### config.mk
export PLATFORM = sky130hd
export DESIGN_NAME = rxecrc_flat
export DESIGN_NICKNAME = d
export VERILOG_FILES = /design/src/rtl/ethcrc_pkg.sv /design/src/rtl/rxecrc_if.sv /design/src/rtl/crc32_byte.sv /design/src/rtl/rxecrc.sv /design/src/flat_wrapper.sv
export SDC_FILE = /design/constraint.sdc
export NUM_CORES = 1
export LEC_CHECK = 0
export BUFFER_PORTS_ARGS = -buffer_cell sky130_fd_sc_hd__clkbuf_2
export CORE_MARGIN = 2
export CORE_UTILIZATION = 55
export DETAILED_ROUTE_END_ITERATION = 7
export GPL_TIMING_DRIVEN = 1
export PLACE_DENSITY = 0.73
export SLEW_MARGIN = 20
export SYNTH_ARGS = -nofsm -noshare
export SYNTH_HDL_FRONTEND = slang
export SYNTH_SLANG_ARGS = --single-unit
### constraint.sdc
create_clock -name i_clk -period 5.1 [get_ports i_clk]
set_input_delay 0.255 -clock i_clk [delete_from_list [all_inputs] [get_ports i_clk]]
set_output_delay 0.255 -clock i_clk [all_outputs]
set_load 0.01 [all_outputs]
### src/rtl/ethcrc_pkg.sv
// ethcrc_pkg
// Shared Ethernet CRC-32 constants and helpers used by the receive checker
// and the transmit inserter.
//   TAPS     : reflected CRC-32 polynomial
//   RESIDUE  : register value after a good frame plus its FCS (no final inversion)
//   CRC_INIT : register value at the start of every frame
//   MINLEN   : minimum frame length in bytes including FCS (runt check only)
//   crc_table_entry() : one entry of the 256-entry byte-wise CRC table
package ethcrc_pkg;

    localparam logic [31:0] TAPS     = 32'hedb88320;
    localparam logic [31:0] RESIDUE  = 32'hdebb20e3;
    localparam logic [31:0] CRC_INIT = 32'hffffffff;
    localparam logic [10:0] MINLEN   = 11'd64;

    // Entry idx of the byte-wise table: eight bit-serial shifts of the index
    // through the reflected polynomial. Used as combinational logic, so the
    // table is never stored as a ROM.
    function automatic logic [31:0] crc_table_entry(input logic [7:0] idx);
        logic [31:0] c;
        c = {24'h0, idx};
        for (int k = 0; k < 8; k++) begin
            c = c[0] ? ((c >> 1) ^ TAPS) : (c >> 1);
        end
        return c;
    endfunction

endpackage

### src/rtl/rxecrc_if.sv
// rxecrc_if
// Byte-stream bundle around the receive CRC checker.
//   i_en   : 1 = check and strip FCS, 0 = pass-through
//   i_v/i_d: input byte valid / byte
//   o_v/o_d: output byte valid / byte (FCS removed when i_en=1)
//   o_done : one-cycle end-of-frame strobe
//   o_err  : CRC or length failure, meaningful only with o_done
// master drives the inputs (upstream stage or bench), slave is the checker.
interface rxecrc_if;
    logic       i_en;
    logic       i_v;
    logic [7:0] i_d;
    logic       o_v;
    logic [7:0] o_d;
    logic       o_done;
    logic       o_err;

    modport master (
        output i_en, i_v, i_d,
        input  o_v, o_d, o_done, o_err
    );

    modport slave (
        input  i_en, i_v, i_d,
        output o_v, o_d, o_done, o_err
    );
endinterface

### src/rtl/crc32_byte.sv
// crc32_byte
// Combinational one-byte step of the reflected CRC-32.
//   crc_i  : current CRC register
//   data_i : byte being absorbed
//   crc_o  : CRC register after absorbing data_i
module crc32_byte
    import ethcrc_pkg::*;
(
    input  logic [31:0] crc_i,
    input  logic [7:0]  data_i,
    output logic [31:0] crc_o
);

    assign crc_o = {8'h0, crc_i[31:8]} ^ crc_table_entry(crc_i[7:0] ^ data_i);

endmodule

### src/rtl/rxecrc.sv
// rxecrc
// Receive-side Ethernet CRC-32 checker. Runs the CRC over every byte of a
// frame including the FCS, strips the FCS through a 4-byte delay line and
// flags the frame at its end.
//   i_clk   : system clock
//   i_reset : synchronous active-high reset
//   bus     : rxecrc_if.slave byte stream (i_en, i_v, i_d, o_v, o_d, o_done, o_err)
// Optional build macro RXECRC_MINLEN_EN: also flags frames shorter than MINLEN.
module rxecrc
    import ethcrc_pkg::*;
(
    input  logic     i_clk,
    input  logic     i_reset,
    rxecrc_if.slave  bus
);

    logic [31:0] crc_q,    crc_d;
    logic [31:0] crc_next;
    logic [2:0]  fill_q,   fill_d;
    logic [10:0] len_q,    len_d;
    logic [7:0]  dly_q [4];
    logic [7:0]  dly_d [4];
    logic        vprev_q,  vprev_d;
    logic        ov_q,     ov_d;
    logic [7:0]  od_q,     od_d;
    logic        done_q,   done_d;
    logic        err_q,    err_d;
    logic        frame_end;
    logic        len_short;

    crc32_byte u_crc (
        .crc_i  (crc_q),
        .data_i (bus.i_d),
        .crc_o  (crc_next)
    );

    // Frame end is the first idle cycle after a valid one; vprev_q remembers
    // the previous cycle's valid so an idle line never strobes.
    always_comb begin
        frame_end = vprev_q & ~bus.i_v;
`ifdef RXECRC_MINLEN_EN
        len_short = (len_q < 11'd4) || (len_q < MINLEN);
`else
        len_short = (len_q < 11'd4);
`endif
    end

    // Next-state: absorb accepted bytes, release the oldest delayed byte once
    // the line holds four, and reinitialise on the end-of-frame cycle so a new
    // frame may start immediately after the strobe.
    always_comb begin
        crc_d   = crc_q;
        fill_d  = fill_q;
        len_d   = len_q;
        dly_d   = dly_q;
        vprev_d = bus.i_v;
        ov_d    = 1'b0;
        od_d    = 8'h00;
        done_d  = 1'b0;
        err_d   = 1'b0;

        if (bus.i_v) begin
            crc_d    = crc_next;
            dly_d[0] = bus.i_d;
            for (int i = 1; i < 4; i++) begin
                dly_d[i] = dly_q[i-1];
            end
            if (fill_q != 3'd4) begin
                fill_d = fill_q + 3'd1;
            end
            if (len_q != 11'd2047) begin
                len_d = len_q + 11'd1;
            end
            if (fill_q == 3'd4) begin
                ov_d = 1'b1;
                od_d = dly_q[3];
            end
        end else if (frame_end) begin
            crc_d  = CRC_INIT;
            fill_d = 3'd0;
            len_d  = 11'd0;
            for (int i = 0; i < 4; i++) begin
                dly_d[i] = 8'h00;
            end
            done_d = 1'b1;
            err_d  = bus.i_en & ((crc_q != RESIDUE) | len_short);
        end

        // Pass-through mode overrides the stripped stream with a plain
        // one-cycle register of the input.
        if (!bus.i_en) begin
            ov_d = bus.i_v;
            od_d = bus.i_d;
        end
    end

    always_ff @(posedge i_clk) begin
        if (i_reset) begin
            crc_q   <= CRC_INIT;
            fill_q  <= 3'd0;
            len_q   <= 11'd0;
            for (int i = 0; i < 4; i++) begin
                dly_q[i] <= 8'h00;
            end
            vprev_q <= 1'b0;
            ov_q    <= 1'b0;
            od_q    <= 8'h00;
            done_q  <= 1'b0;
            err_q   <= 1'b0;
        end else begin
            crc_q   <= crc_d;
            fill_q  <= fill_d;
            len_q   <= len_d;
            dly_q   <= dly_d;
            vprev_q <= vprev_d;
            ov_q    <= ov_d;
            od_q    <= od_d;
            done_q  <= done_d;
            err_q   <= err_d;
        end
    end

    assign bus.o_v    = ov_q;
    assign bus.o_d    = od_q;
    assign bus.o_done = done_q;
    assign bus.o_err  = err_q;

endmodule

### src/flat_wrapper.sv
// flat-port wrapper written by rule: the top's interface ports become plain ports
module rxecrc_flat import ethcrc_pkg::*;
  (i_clk, i_reset, bus_i_en, bus_i_v, bus_i_d, bus_o_v, bus_o_d, bus_o_done, bus_o_err);
  rxecrc_if bus_i ();
  input  logic i_clk;
  input  logic i_reset;
  input wire logic [$bits(bus_i.i_en)-1:0] bus_i_en;
  input wire logic [$bits(bus_i.i_v)-1:0] bus_i_v;
  input wire logic [$bits(bus_i.i_d)-1:0] bus_i_d;
  output wire logic [$bits(bus_i.o_v)-1:0] bus_o_v;
  output wire logic [$bits(bus_i.o_d)-1:0] bus_o_d;
  output wire logic [$bits(bus_i.o_done)-1:0] bus_o_done;
  output wire logic [$bits(bus_i.o_err)-1:0] bus_o_err;
  assign bus_i.i_en = bus_i_en;
  assign bus_i.i_v = bus_i_v;
  assign bus_i.i_d = bus_i_d;
  assign bus_o_v = bus_i.o_v;
  assign bus_o_d = bus_i.o_d;
  assign bus_o_done = bus_i.o_done;
  assign bus_o_err = bus_i.o_err;
  rxecrc u_core (.i_clk(i_clk), .i_reset(i_reset), .bus(bus_i));
endmodule
==> results.toml <==
[worst_setup_path]
setup.worst_path.class = "input port to register"
r2r_setup_slack_ns = 3.05
cp-startpoint = "bus_i_v"
reg2reg_depth = 5
critical_path_required_ns = 5.38
path_max_fanout = 35
r2r_start = "u_core.vprev_q"
critPathCaptureType = "register"
critical_path.reg2reg.endpoint = "u_core.len_q[9]"
start_kind = "input port"
setup.worst_path.end = "u_core.bus.o_d[7]"
cp.arrival_ns = 2.45

[timing]
min_period_over_period_pct = 42.6
period_minus_slack_ns = 2.17
number_of_pins_exceeding_their_max_slew_limit_in_the_final_report = 0
slew-limit-headroom_pct = 25.7
rsz0062_at_grt = "false"
highest_attainable_clock_frequency_ghz = 0.461
timing_hold_violations_final = 0
finalSetupViolations = 0
tightestPinTransition_ns = 1.11
final.setup.worst_slack_ns = 2.93
finalSetupTns_ns = 0
final.setup_skew_ns = 0.0102

[global_routing]
antenna_found_initial = 0
grt_remaining_overflow = 0
maximum_number_of_pins_on_one_net_before_global_route_repair = 50
grt_pass1_vias = 2754
grt_first_pass_wirelength_um = 13300
globalRouteTotalUtil_pct = 21.9

[finish]
antenna-diode-count = 0
design_area_um2 = 4350
final_nets = 437
layout_overhead_on_the_synthesized_area_pct = 9.92
fillCellCount = 594
drive_gt1_share_pct = 13.3
finish.cell_count_without_fillers = 523

[pwr]
power.combinational.fraction_pct = 43.3
p_per_area_nw_per_um2 = 577
seqPwrFrac_pct = 36.6
switching_power_uw = 913
internal-power_uw = 1600
irDropWorstVdd_v = 0.000250
power.leakage_uw = 0.00162
p_sw_share_pct = 36.4
clock_power_share_pct = 20.1

[synthesis]
postSynthNetCount = 425
synth_area_leaders = "sky130_fd_sc_hd__dfxtp_1 (45%), sky130_fd_sc_hd__xnor2_1 (9.5%), sky130_fd_sc_hd__nor2_1 (6.8%), sky130_fd_sc_hd__a22o_1 (5.1%), sky130_fd_sc_hd__a21oi_1 (4.7%)"
synthesis.instances = 410
yosysTopAreaCell = "sky130_fd_sc_hd__dfxtp_1"
seq_area_frac_synth_pct = 45.5
synth_top_area_share_pct = 45.5
synth.ff_latch_count = 90
postSynthAreaPerCell_um2 = 9.66
netlist_cell_types = 43
yosys_warnings = 0
async_flop_share_pct = 0
mappedNetlistArea_um2 = 3960
synthFlopType = "sky130_fd_sc_hd__dfxtp_1"
synth-edff-count = 0

[clocking]
cts_htree_levels = 3
tritoncts = "done"
cts_setup_buffers = 0
tritoncts_num_sinks = 90
tritoncts.num_buffers = 9
cts_max_path_buffers = 2
cts_resized = 0
clock_network_latency_to_the_later_pin_of_the_worst_skew_pair_ns = 0.37
worst_setup_hold_path_clk_slew_ns = 0.09
cts-hold-fix-buffers = 0
clk_root_buffer_cell = "sky130_fd_sc_hd__clkbuf_8"

[die]
placeableCoreArea_um2 = 6870
die_outline_width_um = 88.9
total_die_area_um2 = 7900
initial_core_utilization_pct = 57.7
vert_die_dim_um = 88.9
design.portCount = 23
num_rows = 30

[hold_path]
min-delay-path-class = "input port to register"

[detailed_routing]
vias = 2877
drt_wl_total_um = 7990
mean_routed_wirelength_per_cell_um = 15.3
drt-vias-per-instance = 5.50
detail_route.drc_violations = 0
firstDrtPassIters = 5
ant_nets = 0
initialDrtViolationCount = 143

[place]
dpl_cell_area_um2 = 4120
place.port_buffers = 22
dp_slack_ns = 2.64
dp_cells = 506
globalplace.congestion = 0.798
hpwl_after_detailed_placement_um = 5470

[run_status]
run_status = "completed"

[run]
max-cap-violations = 0
-- worst max-delay path, cell delays in order --
cell	delay [ns]
sky130_fd_sc_hd__clkbuf_2	0.51
sky130_fd_sc_hd__inv_1	0.37
sky130_fd_sc_hd__nor3_1	0.97
sky130_fd_sc_hd__a22oi_1	0.14
sky130_fd_sc_hd__nor2_1	0.19
-- worst min-delay path by stage --
stage | startpoint | endpoint | cells after the start
after CTS | bus_i_en | u_core.bus.o_v | 2
after global routing | bus_i_en | u_core.bus.o_v | 2
final | bus_i_en | u_core.bus.o_v | 2
after global placement | u_core.dly_q[27] | u_core.dly_q[19] | 1
after floorplan | bus_i_en | u_core.bus.o_v | 1
after detailed placement | u_core.dly_q[30] | u_core.dly_q[22] | 1
-- cell usage after synthesis (7+ instances only) --
cell type,number
sky130_fd_sc_hd__a21oi_1,37
sky130_fd_sc_hd__a22o_1,23
sky130_fd_sc_hd__a22oi_1,9
sky130_fd_sc_hd__clkbuf_1,21
sky130_fd_sc_hd__dfxtp_1,90
sky130_fd_sc_hd__nand2_1,8
sky130_fd_sc_hd__nor2_1,72
sky130_fd_sc_hd__nor3_1,10
sky130_fd_sc_hd__nor3b_1,9
sky130_fd_sc_hd__xnor2_1,43
sky130_fd_sc_hd__xnor2_2,7
sky130_fd_sc_hd__xor2_1,21
-- power by group through the flow --
stage	combinational [µW]	sequential, µW	clock, µW
finish	1090	918	505
global route	1190	929	544
CTS	1090	916	512
detailed placement	1080	932	0
global placement	1060	929	0
floorplan	925	900	0
-- logic make-up (layout without fill, tap and decap cells) --
logic type | count (synthesis) | after routing | synth area share, %
AOI/OAI and AO/OA | 84 | 84 | 14.3
xor gates and xnor gates | 77 | 77 | 20.9
adders and majority gates | 3 | 3 | 0.948
buffers and inverters | 28 | 45 | 2.65
DFF | 90 | 90 | 45.5
muxes | 1 | 1 | 0.253
and+or+nand+nor | 127 | 127 | 15.5
-- final cells by class --
type / count / area [µm²] / area share, %
well taps: 96 / 120 / 2.76
repair buffers: 24 / 138 / 3.16
flip-flops and latches: 90 / 1800 / 41.4
multi-input cells: 292 / 2070 / 47.5
clock buffers: 10 / 138 / 3.16
clock inverters: 6 / 71.3 / 1.64
inverters: 5 / 18.8 / 0.431
-- cell usage in the layout, fill, tap and decap left out, types with 3 or more instances in the layout --
master                     count
sky130_fd_sc_hd__dfxtp_1      90
sky130_fd_sc_hd__nor2_1       71
sky130_fd_sc_hd__xnor2_1      43
sky130_fd_sc_hd__a21oi_1      37
sky130_fd_sc_hd__a22o_1       23
sky130_fd_sc_hd__clkbuf_2     22
sky130_fd_sc_hd__xor2_1       21
sky130_fd_sc_hd__clkbuf_8     10
sky130_fd_sc_hd__nor3_1        9
sky130_fd_sc_hd__a22oi_1       9
sky130_fd_sc_hd__nor3b_1       9
sky130_fd_sc_hd__nand2_1       8
sky130_fd_sc_hd__xnor2_2       7
sky130_fd_sc_hd__inv_1         4
sky130_fd_sc_hd__nand4_1       4
sky130_fd_sc_hd__nand3_1       4
sky130_fd_sc_hd__nand4b_1      4
sky130_fd_sc_hd__o21ai_0       3
sky130_fd_sc_hd__and3_1        3
sky130_fd_sc_hd__and2_1        3
sky130_fd_sc_hd__ha_1          3
-- through the flow --
stage / total power [µW] / utilization [%] / hold WS, ns
finish: 2510 / 63.4 / 0.149
global route: 2670 / 63.4 / 0.157
CTS: 2510 / 63.1 / 0.150
detailed placement: 2010 / 60.0 / 0.457
global placement: 1990 / 60.0 / 0.452
floorplan: 1820 / - / 0.355
-- layer usage --
metal	global-route usage (%)	vias to the layer above	wire length (µm)
li1	-	1434	-
met1	29.7	1397	3850
met2	34.9	37	3790
met3	4.10	9	233
met4	8.26	0	114
met5	0	-	0
-- flip-flops by register name, indices dropped and copies added, names as in the netlist --
| name | flops |
|---|---|
| u_core.bus.o_d | 8 |
| u_core.bus.o_err | 1 |
| u_core.dly_q | 32 |
| u_core.crc_q | 32 |
| u_core.vprev_q | 1 |
| u_core.bus.o_v | 1 |
| u_core.bus.o_done | 1 |
| u_core.len_q | 11 |
| u_core.fill_q | 3 |
Power figures use the tool's default switching activity.
